--- src/rtl/vga_scan.sv ---
// -----------------------------------------------------------------------------
// vga_scan
//
// Raster timing generator and registered VGA output stage for the Tetris
// display path. Sweeps an SVGA 800x600@72 Hz raster (by default) at one pixel
// per CLOCK_50 cycle and presents the current col/row to the pixel generator.
// The generator returns a 24-bit colour combinationally in the same cycle.
// That colour is registered onto the DAC pins together with sync and blank,
// so all VGA_* pins carry one cycle of latency and stay mutually aligned.
//
// Optional feature macro:
//   VGA_BORDER_TEST_EN - when defined, visible pixels on the outer frame
//                        (first/last column, first/last row) are forced to
//                        white as a monitor alignment aid.
//
// Ports:
//   CLOCK_50       in   1   pixel clock; all state updates on rising edge
//   reset          in   1   asynchronous, active-high
//   pixel_red      in   8   red for the current col/row
//   pixel_green    in   8   green for the current col/row
//   pixel_blue     in   8   blue for the current col/row
//   col            out  11  horizontal count, 0..H_TOTAL-1
//   row            out  11  vertical count, 0..V_TOTAL-1
//   visible        out  1   col < H_VISIBLE and row < V_VISIBLE
//   frame_start    out  1   high while col == 0 and row == 0
//   VGA_R/G/B      out  8   registered colour to DAC (0 during blanking)
//   VGA_HS         out  1   registered horizontal sync (asserted = HS_POL)
//   VGA_VS         out  1   registered vertical sync (asserted = VS_POL)
//   VGA_BLANK_N    out  1   registered, low during blanking
//
// H_TOTAL and V_TOTAL must both be <= 2048 (11-bit unsigned counters).
// -----------------------------------------------------------------------------
module vga_scan #(
  parameter int H_VISIBLE = 800,
  parameter int H_FRONT   = 56,
  parameter int H_SYNC    = 120,
  parameter int H_BACK    = 64,
  parameter int V_VISIBLE = 600,
  parameter int V_FRONT   = 37,
  parameter int V_SYNC    = 6,
  parameter int V_BACK    = 23,
  parameter bit HS_POL    = 1'b1,
  parameter bit VS_POL    = 1'b1
) (
  input  logic        CLOCK_50,
  input  logic        reset,
  input  logic [7:0]  pixel_red,
  input  logic [7:0]  pixel_green,
  input  logic [7:0]  pixel_blue,
  output logic [10:0] col,
  output logic [10:0] row,
  output logic        visible,
  output logic        frame_start,
  output logic [7:0]  VGA_R,
  output logic [7:0]  VGA_G,
  output logic [7:0]  VGA_B,
  output logic        VGA_HS,
  output logic        VGA_VS,
  output logic        VGA_BLANK_N
);

  localparam int H_TOTAL = H_VISIBLE + H_FRONT + H_SYNC + H_BACK;
  localparam int V_TOTAL = V_VISIBLE + V_FRONT + V_SYNC + V_BACK;

  // Boundaries are held at 12 bits so that an end-of-region value of 2048
  // (legal when a total is exactly 2048) does not wrap to zero.
  localparam logic [11:0] H_LAST       = 12'(H_TOTAL - 1);
  localparam logic [11:0] V_LAST       = 12'(V_TOTAL - 1);
  localparam logic [11:0] H_VIS        = 12'(H_VISIBLE);
  localparam logic [11:0] V_VIS        = 12'(V_VISIBLE);
  localparam logic [11:0] H_SYNC_START = 12'(H_VISIBLE + H_FRONT);
  localparam logic [11:0] H_SYNC_END   = 12'(H_VISIBLE + H_FRONT + H_SYNC);
  localparam logic [11:0] V_SYNC_START = 12'(V_VISIBLE + V_FRONT);
  localparam logic [11:0] V_SYNC_END   = 12'(V_VISIBLE + V_FRONT + V_SYNC);

  typedef struct packed {
    logic [7:0] r;
    logic [7:0] g;
    logic [7:0] b;
  } rgb_t;

  // ---------------------------------------------------------------------------
  // Raster counters
  // ---------------------------------------------------------------------------
  logic [10:0] h_count;
  logic [10:0] v_count;
  logic [11:0] h_ext;
  logic [11:0] v_ext;
  logic        h_last;
  logic        v_last;

  assign h_ext  = {1'b0, h_count};
  assign v_ext  = {1'b0, v_count};
  assign h_last = (h_ext == H_LAST);
  assign v_last = (v_ext == V_LAST);

  // NOTE: state registers use non-blocking (<=) assignments so every flop
  // samples the pre-edge values of the others, independent of block order.
  always_ff @(posedge CLOCK_50 or posedge reset) begin
    if (reset) begin
      h_count <= '0;
      v_count <= '0;
    end else if (h_last) begin
      // Line wrap; the frame wrap shares this same cycle at (H_LAST, V_LAST).
      h_count <= '0;
      v_count <= v_last ? 11'd0 : v_count + 11'd1;
    end else begin
      h_count <= h_count + 11'd1;
    end
  end

  // ---------------------------------------------------------------------------
  // Coordinate outputs and region decode (combinational from the counters)
  // ---------------------------------------------------------------------------
  logic hsync_region;
  logic vsync_region;

  assign col          = h_count;
  assign row          = v_count;
  assign visible      = (h_ext < H_VIS) && (v_ext < V_VIS);
  assign frame_start  = (h_count == 11'd0) && (v_count == 11'd0);
  assign hsync_region = (h_ext >= H_SYNC_START) && (h_ext < H_SYNC_END);
  // Depends only on v_count, so VS switches on the h_count == 0 boundary.
  assign vsync_region = (v_ext >= V_SYNC_START) && (v_ext < V_SYNC_END);

  // ---------------------------------------------------------------------------
  // Pixel source selection
  // ---------------------------------------------------------------------------
  rgb_t pix_in;
  rgb_t pix_src;

  assign pix_in = '{r: pixel_red, g: pixel_green, b: pixel_blue};

`ifdef VGA_BORDER_TEST_EN
  localparam logic [11:0] H_VIS_LAST = 12'(H_VISIBLE - 1);
  localparam logic [11:0] V_VIS_LAST = 12'(V_VISIBLE - 1);

  logic on_border;

  assign on_border = (h_ext == 12'd0) || (h_ext == H_VIS_LAST) ||
                     (v_ext == 12'd0) || (v_ext == V_VIS_LAST);

  // NOTE: every signal driven from always_comb gets a default first, so no
  // path through the block can leave it holding a value (no inferred latch).
  always_comb begin
    pix_src = pix_in;
    if (on_border) begin
      pix_src = '{r: 8'hFF, g: 8'hFF, b: 8'hFF};
    end
  end
`else
  assign pix_src = pix_in;
`endif

  // ---------------------------------------------------------------------------
  // Registered output stage: colour, sync and blank share one cycle of delay.
  // ---------------------------------------------------------------------------
  always_ff @(posedge CLOCK_50 or posedge reset) begin
    if (reset) begin
      VGA_R       <= 8'h00;
      VGA_G       <= 8'h00;
      VGA_B       <= 8'h00;
      VGA_HS      <= ~HS_POL;
      VGA_VS      <= ~VS_POL;
      VGA_BLANK_N <= 1'b0;
    end else begin
      VGA_R       <= visible ? pix_src.r : 8'h00;
      VGA_G       <= visible ? pix_src.g : 8'h00;
      VGA_B       <= visible ? pix_src.b : 8'h00;
      VGA_HS      <= hsync_region ? HS_POL : ~HS_POL;
      VGA_VS      <= vsync_region ? VS_POL : ~VS_POL;
      VGA_BLANK_N <= visible;
    end
  end

endmodule

--- config.mk ---
export PLATFORM = sky130hd
export DESIGN_NAME = vga_scan
export DESIGN_NICKNAME = d
export VERILOG_FILES = /design/src/rtl/vga_scan.sv
export SDC_FILE = /design/constraint.sdc
export NUM_CORES = 1
export LEC_CHECK = 0
export BUFFER_PORTS_ARGS = -buffer_cell sky130_fd_sc_hd__buf_2
export CAP_MARGIN = 25
export CORE_MARGIN = 2
export CORE_UTILIZATION = 45
export DETAILED_ROUTE_END_ITERATION = 7
export PLACE_DENSITY_LB_ADDON = 0.25
export SYNTH_ARGS = -nofsm -noshare
export SYNTH_HDL_FRONTEND = slang
export SYNTH_SLANG_ARGS = --single-unit
--- constraint.sdc ---
create_clock -name CLOCK_50 -period 1.9 [get_ports CLOCK_50]
set_clock_uncertainty 0.05 [all_clocks]
set_input_delay 0.19 -clock CLOCK_50 [delete_from_list [all_inputs] [get_ports CLOCK_50]]
set_output_delay 0.19 -clock CLOCK_50 [all_outputs]
set_load 0.01 [all_outputs]
# After elaboration in Yosys (flattened, before gate mapping)
# Index checks and enable logic that the tools add are counted.
# op_classes
addsub,2
order_cmp,6
eq_ne,2
muxes,7
reduce_logical,6
# ops
operator,n
11-bit by 10-bit < comparator with 1-bit output (second input constant),4
8-bit two-way mux,3
11-bit by 1-bit adder with 11-bit output (second input constant),2
11-bit by 10-bit greater-or-equal comparator with 1-bit output (second input constant),2
11-bit logical NOT,2
11-bit two-way mux,2
11-bit by 10-bit equality test with 1-bit output (second input constant),1
11-bit equality test (second input constant),1
1-bit logical AND,4
1-bit two-way mux,2
# totals
reg_bits,49
input_bits,26
out_inout_bits,51

# Longest topological paths before layout
# Gate-level depths: netlist (run 1).
# logic_depth
word_depth,3
mapped_depth,6

# Least setup slack after synthesis (run 1)
# Ideal clock, no wire load.
# synth_path
kind,register -> register
startpoint,"register h_count[7], in the netlist col[7]"
endpoint,"register v_count[6], in the netlist row[6]"
t_arrival_ps,1605
required_ps,1725
slack_ps,120
path_stages_with_launch,6
path_buffers,1
period_less_slack_ps,1780
path_cell_list,dfrtp_1 buf_2 nor4_4 nand3_1 nor3_1 mux2_2
# synth_between
elab_chain_cells,1
# synth_rtl
item,line,rtl
"start, declared",85,logic [10:0] h_count;
"start signal, assigned",108,h_count <= h_count + 11'd1;
11-bit equality test,94,assign h_last = (h_ext == H_LAST);
"end signal, assigned",106,v_count <= v_last ? 11'd0 : v_count + 11'd1;
"end, declared",86,logic [10:0] v_count;
# No other way between the ends.
# A chain may end at the register's enable or synchronous reset.

# Worst setup path after layout (run 1)
# layout_path
startpoint,"register v_count[6], in the netlist row[6]"
endpoint,output port frame_start
# layout_between
elab_chain_cells,2
# layout_rtl
item,line,rtl
11-bit logical NOT,121,assign frame_start = (h_count == 11'd0) && (v_count == 11'd0);
1-bit logical AND,121,
"end, declared",53,"output logic frame_start,"
# No other way between the ends.

==> impl_results.md, run 1 <==
- Status: completed
- Reg2Reg Setup Slack: 70 ps
- Post-synth cell types: 39
- Flops & latches, synth: 49
- P per Cell Area: 605 mW/mm2
- CTS tree: done
- Most area-consuming cells after synthesis: dfrtp_1 57%, and2_1 7.3%, xnor2_1 3.7%, ha_1 2.9%, nand3_1 2.1%
- Reg2Reg Capture Point: VGA_G[3]
- Finished Cell Area: 0.00297 mm2
- Hold Vio Cnt, Final: 0
- Worst vdd ir: 469 uV
- Fin cells: 349
- Primary FF master, synth: dfrtp_1
- Mapped Cells: 189
- Post-synth net total: 220
- Top cells by count, synth: 49 x dfrtp_1, 25 x and2_1, 11 x nand2_1, 10 x nor2_1
- Final period util: 97.8%
- Via count: 1763
- Clock Latency Late Sink: 300 ps
- WS Path Type: flop to output port
- Layout cells sized above 1: 46.4%
- IO buf count: 76
- Via density: 5.05
- Global-route wire length before repair: 7620 um
- Area Overhead vs Synth: 38.7%
- Die area: 0.00532 mm2
- Final setup fails: 0
- Root Driver: clkbuf_8
- Dpl cells: 325
- Vias in the first global route: 1551
- Register Area: 0.00123 mm2
- Placement Setup Slack: 94.4 ps
- Die width: 72.9 um
- Worst slew pin tran: 377 ps
- Final RePlAce weighted congestion: 0.848
- Cell Rows: 25
- Post-Synthesis Mean Instance Area: 11.3 um2
- Dpl hpwl: 3410 um
- Core area: 0.00466 mm2
- GR Util All Layers: 19.0%
- Crit. End Element: output port
- Drt drc: 0
- Iter 0 DRT Violations: 195
- Number of CTS-inserted buffers: 5
- Clock sinks: 49
- Final min period: 1860 ps
- Routed WL: 4770 um
- Setup WS post-layout: 41.1 ps
- Max Freq: 538 MHz
- Footprint of the multi-input gates: 895 um2
- Die Y-Extent: 72.9 um
- Pleak: 1.48 nW
- Nets@finish: 325
- Relative slew slack: 74.5%
- Pre-Repair DR Iteration Count: 4
- Tot Pwr: 1.79 mW
- Hold path depth: 2
- N_diodes: 0
- Worst setup SP type: flop
- Type of the worst min-delay path: input port to flop
- Max_cap viols: 0
- CTS clk-pin slew, worst paths: 100 ps
- Placed Area: 0.00267 mm2
- Routed len/inst: 13.7 um
- Synth Cell Area: 0.00214 mm2
- FF-to-FF Start: col[9]
- Post-layout util: 63.6%
- Yosys warnings: 0
- Post-synth EDFFs: 0
- Req. time, crit path: 1660 ps
- Initial antenna violation count: 0
- Antenna-violating nets left: 0
- Critical path origin: row[6]
- Async SR Flop Fraction: 100%
- Min-delay src: pixel_blue[2]
- Maximum buffer depth of the clock tree: 2
- Starting density of the core: 45.9%
- R2R depth: 7
- Arrival time at the worst endpoint: 1620 ps
- RSZ-0062 raised after global routing: true
- Most used standard cell by instance count after synthesis: dfrtp_1
- Largest area contributor in the netlist: dfrtp_1
- Fill cells: 369
- # H-tree levels: 2
- Worst Path Max Fanout: 3
- Register area share after synthesis: 57.3%
- Max-slew violations: 0
- Yosys top cell area share: 57.3%
- Total global routing overflow: 0
- Hold Path End: VGA_B[2]
- Largest net degree at the start of global routing: 26
- IO Count: 77
final cells by class:
type	count	share of cell area, %
Multi-Input combinational cell	126	30.2
Tap cell	54	2.28
Timing Repair Buffer	106	22.1
Clock buffer	5	2.32
Clock inverter	3	0.717
Inverter	6	0.759
Sequential cell	49	41.6
how the worst max path moves through the flow:
stage,end,slack (ps)
floorplan,row[6],120
global placement,row[6],160
detailed placement,row[6],90
CTS,frame_start,10
global route,frame_start,-60
finish,frame_start,40
cells in the final DEF (no fill, tap or decap), types with 4 or more instances in the layout:
master,instances
nand4_1,5
nand2_1,11
xnor2_1,9
dfrtp_1,42
inv_1,5
and2_1,25
buf_2,75
nor3_1,5
a21oi_1,4
buf_4,26
nand3_1,8
and3_1,5
dfrtp_2,7
nor2_1,10
clkbuf_8,5
ha_1,5
state kept, by name, indices dropped and copies added, names as in the netlist:
signal,flops
VGA_G,8
VGA_BLANK_N,1
VGA_VS,1
col,11
VGA_R,8
row,11
VGA_B,8
VGA_HS,1
metal layers:
| metal | global-route usage (%) | share of wire, % |
|---|---|---|
| met5 | 0 | 0 |
| met4 | 5.56 | 1.3 |
| met3 | 6.35 | 7.7 |
| met2 | 28.4 | 48 |
| met1 | 26.4 | 43 |
power breakdown:
part	switching, mW	leakage (nW)	internal, mW
registers	0.00580	0.598	1.07
logic	0.0546	0.835	0.0513
clock network	0.354	0.0445	0.262
total	0.414	1.48	1.38
stage by stage:
| step | setup TNS [ps] | hold slack [ps] |
|---|---|---|
| after global routing | -163 | 24.7 |
| after global placement | 0 | 96.2 |
| after detailed placement | 0 | 99.7 |
| final | 0 | 36.6 |
| after floorplan | 0 | 269 |
| after CTS | 0 | 28.5 |
repair_timing:
action	4_1_cts	5_1_grt
buffers inserted	3	11
endpoints found under the setup margin	2	9
gates cloned	1	0
hold endpoints to repair	12	0
resized for setup	6	12
pin swaps	2	8
hold buffers	1	0
cells by family (layout without fill, tap and decap cells):
family / count (synthesis) / count (layout) / share of synthesized area (%)
simple gates: 88 / 88 / 24.4
flops: 49 / 49 / 57.3
compound gates: 20 / 20 / 7.08
buf+inv: 14 / 120 / 2.69
xor+xnor: 11 / 11 / 4.51
fa+ha+maj: 5 / 5 / 2.93
mux: 2 / 2 / 1.05
critical path, cell delays in order (launching register included):
cell     delay (ps)
dfrtp_1         390
or3_4           420
nor3_4          190
nand3_1         100
nor2_1           90
buf_2           140
(Power assumes the default switching activity.)
==> run 2: changes to the inputs <==
- CORE_UTILIZATION: 45 -> 44
- clock period: 1.9 -> 1.7 ns (I/O delays scaled with it)
==> run 2 against run 1 <==
Net effect:
- the flow now finishes with violations (negative setup slack)
- critical path depth did not move
- final cell count rose by 3.4%
- critical path type unchanged
- critical endpoint unchanged
- largest cell class unchanged
- sequential power rose by 12%
- utilization rose by 2.8 points
- global-route usage rose by 0.68 points
- clock-buffer cell count rose by 2
- sequential share of layout area fell by 2.1 points
- final area rose by 5.1%
- register-to-register slack got worse by 130 ps
- first-iteration DRC count fell by 63%
- power rose by 21%
==> impl_results.md, run 2 (synthesis results as in run 1) <==
- Total global routing overflow: 0
- Clock Latency Late Sink: 300 ps
- Clock sinks: 49
- Final min period: 1870 ps
- Arrival time at the worst endpoint: 1650 ps
- Comb pwr share: 5.6%
- Final setup fails: 6
- Max_cap viols: 0
- Antenna-violating nets left: 0
- Worst vdd ir: 639 uV
- Placed Area: 0.00280 mm2
- Number of CTS-inserted buffers: 5
- Area Overhead vs Synth: 45.8%
- P per Cell Area: 695 mW/mm2
- Setup WS post-layout: -168 ps
- Layout cells sized above 1: 49.5%
- Max-slew violations: 0
- Worst setup SP type: flop
- Die area: 0.00543 mm2
- Clock power frac: 39.1%
- Die Y-Extent: 73.7 um
- Final period util: 110%
- Worst Path Max Fanout: 2
- P_sw: 0.434 mW
- Crit. End Element: output port
- Relative slew slack: 76.3%
- Nets@finish: 337
- Via density: 5.04
- GRT met1 Usage: 25.0%
- Drt drc: 0
- Die width: 73.7 um
- Flop pwr share: 55.3%
- Req. time, crit path: 1480 ps
- Most frequent cells in the layout: 75 x buf_2, 45 x dfrtp_1, 35 x buf_4, 24 x and2_1, 10 x nand2_1
- Maximum buffer depth of the clock tree: 2
- N_diodes: 0
- Status: finished, violations left
- Max Freq: 535 MHz
- Met3 usage: 6.86%
- Pleak: 1.57 nW
- CTS tree: done
- Commonest non-fill, non-tap cell in the layout: buf_2
- Worst slew pin tran: 353 ps
- RSZ-0062 raised after global routing: true
- Vias in the first global route: 1771
- Failing checks: negative setup slack
- Iter 0 DRT Violations: 72
- Routed WL: 5090 um
- Root Driver: clkbuf_8
- CTS clk-pin slew, worst paths: 80 ps
- # H-tree levels: 2
- Routed len/inst: 14.1 um
- Type of the worst min-delay path: input port to flop
- Post-layout util: 66.4%
- GR Util met2: 31.2%
- Finished Cell Area: 0.00312 mm2
- IO buf count: 76
- Via count: 1819
- Cell Rows: 25
- Global-route wire length before repair: 8040 um
- Initial antenna violation count: 0
- Pint: 1.73 mW
- GR Util All Layers: 19.7%
- Dpl cells: 339
- WS Path Type: flop to output port
- Core area: 0.00469 mm2
- Hold Vio Cnt, Final: 0
- Sw Share: 20.0%
- Fill cells: 381
- GR peak layer: met2
- Fin cells: 361
- Final RePlAce weighted congestion: 0.834
- Dpl hpwl: 3370 um
- Pre-Repair DR Iteration Count: 4
- Starting density of the core: 45.6%
- Largest net degree at the start of global routing: 50
- IO Count: 77
==> run 2: changes by cell type in the layout (fill, tap and decap cells not counted), sizes merged <==
cell,before,now
bufinv,0,1
buf,104,117
inv,7,6
clkinvlp,1,0
clkbuf,5,7
clkinv,1,0
bufbuf,1,0
==> run 2: layout make-up <==
type	instances	area (um2)	share of cell area, %
clock buffer	7	86.3	2.77
multi-input combinational	126	935	30.0
clock inverter	1	30.0	0.963
sequential	49	1230	39.5
tap	54	67.6	2.17
timing repair buffer	118	744	23.9
inverter	6	22.5	0.723
==> run 2: layer usage <==
layer	wire length (um)	part of all wire, %	vias up
met4	57	1.1	0
met3	367	7.2	6
met5	0	0	-
met1	2200	43	865
li1	-	-	882
met2	2470	48	66
==> run 2: power groups by stage <==
stage          logic [mW]  registers, mW  clock network [mW]
2_1_floorplan      0.0353           1.24                   0
3_3_place_gp        0.121           1.22                   0
3_5_place_dp        0.122           1.22                   0
4_1_cts             0.124           1.20               0.865
5_1_grt             0.137           1.20               0.910
6_report            0.121           1.20               0.846
==> run 2: path summary, 6_finish.rpt <==
kind	from	endpoint	slack, ps	cells after the start
max reg2reg	row[2]	row[0]	-60	5
min reg2reg	col[0]	col[0]	510	2
min in group asynchronous	reset	col[2]	400	4
max in group asynchronous	reset	row[3]	960	4
min	pixel_green[3]	VGA_G[3]	20	2
max	row[2]	frame_start	-170	5
==> run 2: critical path: stages, from the launching register on <==
cell and delay (ps):
dfrtp_1 390, or3_4 410, nor3_4 160, nand3_1 120, nor2_2 140, buf_2 140
==> run 2: through the flow <==
stage / setup slack (ps) / hold slack (ps) / TNS, ps / total power, mW
2_1_floorplan: 4.16 / 249 / 0 / 1.28
3_3_place_gp: 37.7 / 187 / 0 / 1.34
3_5_place_dp: 15.7 / 184 / 0 / 1.34
4_1_cts: -112 / 13.1 / -301 / 2.19
5_1_grt: -248 / 6.62 / -1070 / 2.25
6_report: -168 / 24.3 / -368 / 2.17
==> run 2: what timing repair did <==
item                                    in CTS  in global routing
gates resized for setup                     13                 13
setup buffers                               10                  3
endpoints found under the setup margin       3                 23
pin swaps                                    3                  5
gates cloned                                 1                  0
endpoints found under the hold margin       49                  0
hold buffers                                 1                  0
